$ cat src/rtl/ethernet_ipv4_framer.sv
// Ethernet II + IPv4 transmit framer: prepends a 34-byte header to a TCP segment
// stream and zero-pads frames to the 60-byte minimum (the MAC appends the FCS).
//
// state   | meaning
// IDLE    | waiting for a metadata beat
// CSUM    | one cycle to compute the IPv4 header checksum
// HDR     | emitting the 34 header bytes
// PAYLOAD | passing segment bytes straight through
// PAD     | emitting zero bytes up to the frame length
// DRAIN   | discarding segment bytes through tlast
module ethernet_ipv4_framer #(
  parameter logic [7:0] TTL         = 8'd64,
  parameter int         MAX_SEG_LEN = 1480
) (
  input  logic        clk,
  input  logic        rst_n,
  input  logic        meta_valid,
  output logic        meta_ready,
  input  logic [47:0] meta_dst_mac,
  input  logic [47:0] meta_src_mac,
  input  logic [31:0] meta_src_ip,
  input  logic [31:0] meta_dst_ip,
  input  logic [7:0]  meta_protocol,
  input  logic [15:0] meta_seg_len,
  input  logic [7:0]  s_axis_tdata,
  input  logic        s_axis_tvalid,
  output logic        s_axis_tready,
  input  logic        s_axis_tlast,
  output logic [7:0]  m_axis_tdata,
  output logic        m_axis_tvalid,
  input  logic        m_axis_tready,
  output logic        m_axis_tlast,
  output logic        err_len,
  output logic        err_oversize
);

  localparam logic [15:0] MAX_LEN = 16'(MAX_SEG_LEN);

  typedef enum logic [2:0] {IDLE, CSUM, HDR, PAYLOAD, PAD, DRAIN} state_t;

  state_t       state;
  logic [47:0]  dst_mac, src_mac;
  logic [31:0]  src_ip, dst_ip;
  logic [7:0]   protocol;
  logic [10:0]  seg_len, byte_cnt, frame_len, pay_cnt;
  logic [15:0]  ident, csum, csum_calc, total_len;
  logic         drain_to_pad, last_byte, m_hs;
  logic [271:0] hdr_vec;
  logic [5:0]   hdr_sel;
  logic [19:0]  sum20;
  logic [16:0]  fold1;
  logic [15:0]  fold2;

  assign total_len = {5'd0, seg_len} + 16'd20;
  assign frame_len = (seg_len < 11'd26) ? 11'd60 : seg_len + 11'd34;
  assign last_byte = (byte_cnt + 11'd1) == frame_len;
  // payload bytes delivered once the current beat completes
  assign pay_cnt   = byte_cnt - 11'd33;
  assign m_hs      = m_axis_tvalid & m_axis_tready;
  assign hdr_sel   = 6'd33 - byte_cnt[5:0];

  assign hdr_vec = {dst_mac, src_mac, 16'h0800,
                    16'h4500, total_len, ident, 16'h4000,
                    TTL, protocol, csum, src_ip, dst_ip};

  always_comb begin
    sum20 = 20'h04500 + {4'd0, total_len} + {4'd0, ident} + 20'h04000
          + {4'd0, TTL, protocol}
          + {4'd0, src_ip[31:16]} + {4'd0, src_ip[15:0]}
          + {4'd0, dst_ip[31:16]} + {4'd0, dst_ip[15:0]};
    fold1 = {1'b0, sum20[15:0]} + {13'd0, sum20[19:16]};
    // a second carry out of the first fold is impossible, so 16 bits suffice
    fold2 = fold1[15:0] + {15'd0, fold1[16]};
    csum_calc = ~fold2;
  end

  always_comb begin
    meta_ready    = (state == IDLE);
    m_axis_tvalid = 1'b0;
    m_axis_tdata  = 8'h00;
    m_axis_tlast  = 1'b0;
    s_axis_tready = 1'b0;
    case (state)
      HDR: begin
        m_axis_tvalid = 1'b1;
        m_axis_tdata  = hdr_vec[{hdr_sel, 3'b000} +: 8];
      end
      PAYLOAD: begin
        m_axis_tvalid = s_axis_tvalid;
        m_axis_tdata  = s_axis_tdata;
        m_axis_tlast  = last_byte;
        s_axis_tready = m_axis_tready;
      end
      PAD: begin
        m_axis_tvalid = 1'b1;
        m_axis_tlast  = last_byte;
      end
      DRAIN: s_axis_tready = 1'b1;
      default: ;
    endcase
  end

  always_ff @(posedge clk or negedge rst_n) begin
    if (!rst_n) begin
      state        <= IDLE;
      dst_mac      <= '0;
      src_mac      <= '0;
      src_ip       <= '0;
      dst_ip       <= '0;
      protocol     <= '0;
      seg_len      <= '0;
      byte_cnt     <= '0;
      ident        <= '0;
      csum         <= '0;
      drain_to_pad <= 1'b0;
      err_len      <= 1'b0;
      err_oversize <= 1'b0;
    end else begin
      err_len      <= 1'b0;
      err_oversize <= 1'b0;
      case (state)
        IDLE: if (meta_valid) begin
          dst_mac      <= meta_dst_mac;
          src_mac      <= meta_src_mac;
          src_ip       <= meta_src_ip;
          dst_ip       <= meta_dst_ip;
          protocol     <= meta_protocol;
          seg_len      <= meta_seg_len[10:0];
          drain_to_pad <= 1'b0;
          if (meta_seg_len > MAX_LEN) begin
            err_oversize <= 1'b1;
            state        <= DRAIN;
          end else begin
            state <= CSUM;
          end
        end
        CSUM: begin
          csum     <= csum_calc;
          byte_cnt <= '0;
          state    <= HDR;
        end
        HDR: if (m_hs) begin
          byte_cnt <= byte_cnt + 11'd1;
          if (byte_cnt == 11'd33) state <= (seg_len != '0) ? PAYLOAD : PAD;
        end
        PAYLOAD: if (m_hs) begin
          byte_cnt <= byte_cnt + 11'd1;
          if (pay_cnt == seg_len) begin
            if (!s_axis_tlast) begin
              // excess bytes: finish the frame if complete, pad later otherwise
              err_len      <= 1'b1;
              drain_to_pad <= !last_byte;
              state        <= DRAIN;
              if (last_byte) ident <= ident + 16'd1;
            end else if (last_byte) begin
              ident <= ident + 16'd1;
              state <= IDLE;
            end else begin
              state <= PAD;
            end
          end else if (s_axis_tlast) begin
            err_len <= 1'b1;
            state   <= PAD;
          end
        end
        PAD: if (m_hs) begin
          byte_cnt <= byte_cnt + 11'd1;
          if (last_byte) begin
            ident <= ident + 16'd1;
            state <= IDLE;
          end
        end
        DRAIN: if (s_axis_tvalid && s_axis_tlast) state <= drain_to_pad ? PAD : IDLE;
        default: state <= IDLE;
      endcase
    end
  end

endmodule

$ cat config.mk
export PLATFORM = sky130hd
export DESIGN_NAME = ethernet_ipv4_framer
export DESIGN_NICKNAME = d
export VERILOG_FILES = /design/src/rtl/ethernet_ipv4_framer.sv
export SDC_FILE = /design/constraint.sdc
export NUM_CORES = 1
export LEC_CHECK = 0
export BUFFER_PORTS_ARGS = -buffer_cell sky130_fd_sc_hd__buf_2
export CAP_MARGIN = 30
export CORE_ASPECT_RATIO = 0.75
export CORE_MARGIN = 3
export CORE_UTILIZATION = 50
export CTS_BUF_LIST = sky130_fd_sc_hd__clkbuf_2 sky130_fd_sc_hd__clkbuf_4 sky130_fd_sc_hd__clkbuf_8
export DETAILED_ROUTE_END_ITERATION = 10
export HOLD_SLACK_MARGIN = 0.12
export PLACE_DENSITY = 0.76
export SYNTH_ARGS = -nofsm -noshare
export SYNTH_HDL_FRONTEND = slang
export SYNTH_SLANG_ARGS = --single-unit
$ cat constraint.sdc
create_clock -name clk -period 11.2 [get_ports clk]
set_clock_uncertainty 0.15 [all_clocks]
set_input_delay 2.24 -clock clk [delete_from_list [all_inputs] [get_ports clk]]
set_output_delay 2.24 -clock clk [all_outputs]
set_load 0.02 [all_outputs]
# Word level (Yosys, flattened, before mapping)
# Cells that the tools add are included.
[totals]
regBits = 228
input_bits = 198
out_inout_bits = 14
word_cells = 108
[classes]
add_sub_neg = 16
n_lt_le_gt_ge = 2
n_eq_ne = 19
shifts = 1
n_mux = 40
n_bitwise = 2
reduce_logical = 15
[op_table]
columns = ["cell", "n"]
rows = [
  ["272-bit by 10-bit indexed part select with 8-bit output", 1],
  ["16-bit two-way mux", 4],
  ["20-bit by 16-bit adder with 20-bit output", 3],
  ["3-bit two-way mux", 14],
  ["16-bit case mux with 2 select lines", 1],
  ["11-bit equality test", 2],
  ["11-bit two-way mux", 2],
  ["11-bit case mux with 2 select lines", 1],
  ["19-bit by 16-bit adder with 20-bit output", 1],
  ["18-bit by 15-bit adder with 19-bit output", 1],
  ["17-bit by 15-bit adder with 18-bit output, second input constant", 1],
  ["2-bit inequality test, second input constant", 9],
  ["3-bit case mux with 6 select lines", 1],
  ["16-bit by 16-bit adder with 17-bit output", 1],
  ["16-bit by 4-bit adder with 17-bit output", 1],
  ["15-bit by 12-bit adder with 16-bit output, first input constant", 1],
  ["16-bit by 1-bit adder with 16-bit output", 1],
  ["16-bit by 1-bit adder with 16-bit output, second input constant", 1],
  ["16-bit by 11-bit greater-than comparator with 1-bit output, second input constant", 1],
  ["16-bit inverter", 1],
  ["8-bit case mux with 2 select lines", 1],
  ["1-bit two-way mux", 13],
  ["11-bit by 5-bit adder with 12-bit output, second input constant", 1],
  ["11-bit by 1-bit adder with 11-bit output, second input constant", 1],
  ["other kinds (23)", 31],
]

# Longest topological paths before layout
[depth]
depth_word = 12
depth_mapped = 38

# Worst setup path after synthesis
# OpenSTA, ideal clock, no wires.
[synth_path]
kind = "register -> register"
startpoint = "register seg_len[4]"
endpoint = "register csum[14]"
setup_time_ns = 0.082
arrival_ns = 8.138
required_ns = 10.968
setup_slack_ns = 2.830
stages_incl_launch_ff = 35
n_path_buf = 2
period_less_slack_ns = 8.370
path_cell_list = "dfrtp_1 clkbuf_1 a21oi_1 or4b_2 fa_1 fa_1 fa_1 inv_1 ha_1 ha_1 clkbuf_1 and3_1 nand2_1 a211o_1 a21oi_1 a211o_1 a21o_1 a21o_1 xor2_1 inv_1 fa_1 nor2b_1 o21a_1 nand4_1 nor2_1 nand2_1 nor4_1 ha_1 ha_1 nand2_1 or2_2 nor3_1 nand3_1 or3_1 a31oi_1"
[synth_via]
elab_chain_cells = 12
[synth_rtl]
columns = ["element", "line", "rtl"]
rows = [
  ["start: declaration", "45", "logic [10:0] seg_len, byte_cnt, frame_len, pay_cnt;"],
  ["start signal: assignment", "128", "seg_len <= meta_seg_len[10:0];"],
  ["11-bit by 5-bit adder with 12-bit output", "54", "assign total_len = {5'd0, seg_len} + 16'd20;"],
  ["15-bit by 12-bit adder with 16-bit output", "67", "sum20 = 20'h04500 + {4'd0, total_len} + {4'd0, ident} + 20'h04000"],
  ["16-bit by 16-bit adder with 17-bit output", "67", ""],
  ["17-bit by 15-bit adder with 18-bit output", "67", ""],
  ["18-bit by 15-bit adder with 19-bit output", "68", "+ {4'd0, TTL, protocol}"],
  ["19-bit by 16-bit adder with 20-bit output", "69", "+ {4'd0, src_ip[31:16]} + {4'd0, src_ip[15:0]}"],
  ["20-bit by 16-bit adder with 20-bit output", "69", ""],
  ["20-bit by 16-bit adder with 20-bit output (2 in a row)", "70", "+ {4'd0, dst_ip[31:16]} + {4'd0, dst_ip[15:0]};"],
  ["16-bit by 4-bit adder with 17-bit output", "71", "fold1 = {1'b0, sum20[15:0]} + {13'd0, sum20[19:16]};"],
  ["16-bit by 1-bit adder with 16-bit output", "73", "fold2 = fold1[15:0] + {15'd0, fold1[16]};"],
  ["16-bit inverter", "74", "csum_calc = ~fold2;"],
  ["end signal: assignment", "138", "csum <= csum_calc;"],
  ["end: declaration", "46", "logic [15:0] ident, csum, csum_calc, total_len;"],
]
# Every way passes these cells.
# A chain may end at the register's enable or synchronous reset.

# Worst setup path in the final report
[layout_path]
startpoint = "register seg_len[2]"
endpoint = "register csum[14]"
# The elaborated chain is that of the path after synthesis.

==> flow_metrics.tcl <==
set metrics [dict create \
    status "finished clean" \
    synth_flop_cell "dfrtp_1" \
    layout_commonest_cell "dfrtp_1" \
    worstRegToRegCells 32 \
    clk_pin_slew_ns 0.07 \
    grt_overflow 0 \
    coreArea_sq_um 30600 \
    syn_avg_cell_area_sq_um 10.2 \
    worstHoldPathType "flip-flop to flip-flop" \
    cp-startpoint "seg_len[2]$_DFFE_PN0P_" \
    clock_path_buffers 3 \
    whs_ns 0.334 \
    viasPerCell 5.92 \
    setup_viol_count_final 0 \
    yosysWarnings 0 \
    r2r_end "csum[14]$_DFFE_PN0P_" \
    post-dp-hpwl_mm 34.9 \
    grt_pass1_wl_mm 70.5 \
    crit_type "flip-flop to flip-flop" \
    die_y_um 160 \
    syn-instance-count 1537 \
    antenna_left 0 \
    final_cell_mix "dfrtp_1, buf_2, inv_1" \
    rrSetupSlack_ns 1.95 \
    drive_above_1_share_pct 27.2 \
    vias 12600 \
    finalCritPeriodShare_pct 82.6 \
    worst_path_largest_cell_delay_ns 0.79 \
    cp-start-kind "flip-flop" \
    syn-num-nets 1853 \
    hold_start "csum[7]$_DFFE_PN0P_" \
    tns_ns 0 \
    area_growth_pct 12.8 \
    die-area_sq_um 33600 \
    slew_violations 0 \
    post-route-min-period_ns 9.25 \
    wl_per_cell_um 21.3 \
    crit_slowest_cell "or4b_2" \
    rsz0062_at_grt "no" \
    end_kind "flip-flop" \
    firstDrtPassIters 5 \
    post_synth_num_cell_types 83 \
    grt_pass1_vias 12500 \
    fmax_mhz 108 \
    utilization_pct 58.1 \
    cts_num_sinks 228 \
    antenna_found_initial 6 \
    async_flop_share_pct 100 \
    cts_tree "done" \
    grt_start_max_net_pins 98 \
    ctsResizeCount 0 \
    tightest_slew_ns 0.970 \
    cts_root_buffer "clkbuf_8" \
    htreeDepth 2 \
    drt_iter0_drc 1218 \
    final-hold-violation-count 0 \
    cap_violations 0 \
    cts-hold-fix-buffers 0 \
    min_to "csum[7]$_DFFE_PN0P_" \
    cts_buffers 36 \
    drc 0 \
    synth_edf_count 0 \
    clock_latency_ns 0.56 \
    numPortBuffers 211 \
    fp-row-count 55 \
    r2r_start "seg_len[2]$_DFFE_PN0P_" \
    post-cts-setup-buffers 0 \
    n_fill_cell 2628 \
    nNetsFinal 2028 \
    drt-total-wl_mm 45.2 \
    ys_seq_area_share_pct 36.3 \
    hold_depth 2 \
    start_util_pct 51.5 \
    place_congestion 0.936 \
    io_pins 212 \
    worstPathArrival_ns 9.56 \
    cp_max_fo 11 \
    slew_headroom_pct 35.3 \
    synth_seq_cells 228 \
    cp.required_ns 11.51 \
    syn-cell-area_sq_um 15700 \
    dieWidth_um 211 \
    grt_usage_pct 26.7 \
]
## synthesized netlist by cell type (all sizes together), types with 13 or more instances
| master | count | area (sq um) |
|---|---|---|
| nand4 | 13 | 96.3 |
| fa | 67 | 1340 |
| buf | 25 | 116 |
| a31oi | 15 | 93.8 |
| mux2i | 38 | 380 |
| mux4 | 35 | 788 |
| ha | 51 | 638 |
| clkbuf | 58 | 219 |
| mux2 | 134 | 1510 |
| nor2 | 59 | 221 |
| dfrtp | 228 | 5710 |
| xnor2 | 49 | 429 |
| nand3 | 36 | 180 |
| nand2 | 130 | 488 |
| a21oi | 57 | 285 |
| inv | 172 | 646 |
| nor4 | 16 | 136 |
| nor3 | 27 | 155 |
| xor2 | 24 | 210 |
| o21ai | 124 | 621 |
| or3 | 15 | 93.8 |
## per-layer routing
layer  GRT usage, %  share of wire (%)  vias up  routed length (um)
met5              0              0.097        -                  44
met4           6.81                2.6        8                1180
met3           9.91                 12      100                5460
met2           38.0                 42      600               19200
met1           38.8                 43     6184               19400
li1               -                  -     5708                   -
## cells by family after synthesis
| kind of cell | synth area share (%) |
|---|---|
| AOI/OAI and AO/OA | 11.5 |
| xor gates and xnor gates | 4.65 |
| adders and majority gates | 12.6 |
| buffers and inverters | 6.24 |
| DFF | 36.3 |
| muxes | 17.0 |
| and+or+nand+nor | 11.7 |
## flip-flops by register name (all words and copies together) (netlist names)
| signal | count |
|---|---|
| seg_len | 11 |
| byte_cnt | 11 |
| dst_ip | 32 |
| state | 3 |
| err_len | 1 |
| dst_mac | 48 |
| src_ip | 32 |
| err_oversize | 1 |
| ident | 16 |
| csum | 16 |
| protocol | 8 |
| drain_to_pad | 1 |
| src_mac | 48 |
## stage by stage
| step | cells | cell area [sq um] | setup slack [ns] |
|---|---|---|---|
| 2_1_floorplan | 1537 | 15700 | 2.83 |
| 3_3_place_gp | 2072 | 17000 | 2.29 |
| 3_5_place_dp | 2072 | 17000 | 2.09 |
| 4_1_cts | 2126 | 17700 | 2.07 |
| 5_1_grt | 2127 | 17700 | 1.40 |
| 6_report | 2129 | 17700 | 1.95 |
## worst max-delay path by stage
stage	to	slack [ns]	depth (start not counted)
global placement	csum[14]$_DFFE_PN0P_	2.29	32
global route	csum[14]$_DFFE_PN0P_	1.40	32
CTS	csum[14]$_DFFE_PN0P_	2.07	32
floorplan	csum[14]$_DFFE_PN0P_	2.83	34
finish	csum[14]$_DFFE_PN0P_	1.95	32
detailed placement	csum[14]$_DFFE_PN0P_	2.09	32
## area by class of cell
type / instances / area [sq um] / share of cell area [%]
multi-input cells: 1054 / 9040 / 51.0
flip-flops and latches: 228 / 5710 / 32.2
repair buffers: 220 / 1150 / 6.50
inverters: 172 / 646 / 3.64
clock buffers: 49 / 624 / 3.52
well taps: 399 / 499 / 2.81
clock inverters: 5 / 62.6 / 0.353
diodes: 2 / 5.00 / 0.0282
## worst max-delay path: cells and delay by family (launching register included)
family	cells	cell delay, ns
AOI/OAI and AO/OA	8	1.39
xor gates and xnor gates	1	0.20
DFF	1	0.57
and+or+nand+nor	13	3.48
adders and majority gates	8	3.22
buffers and inverters	2	0.13
Power is not shown: default switching activity piles up to over one toggle a cycle in this logic, so the estimate is an artifact.
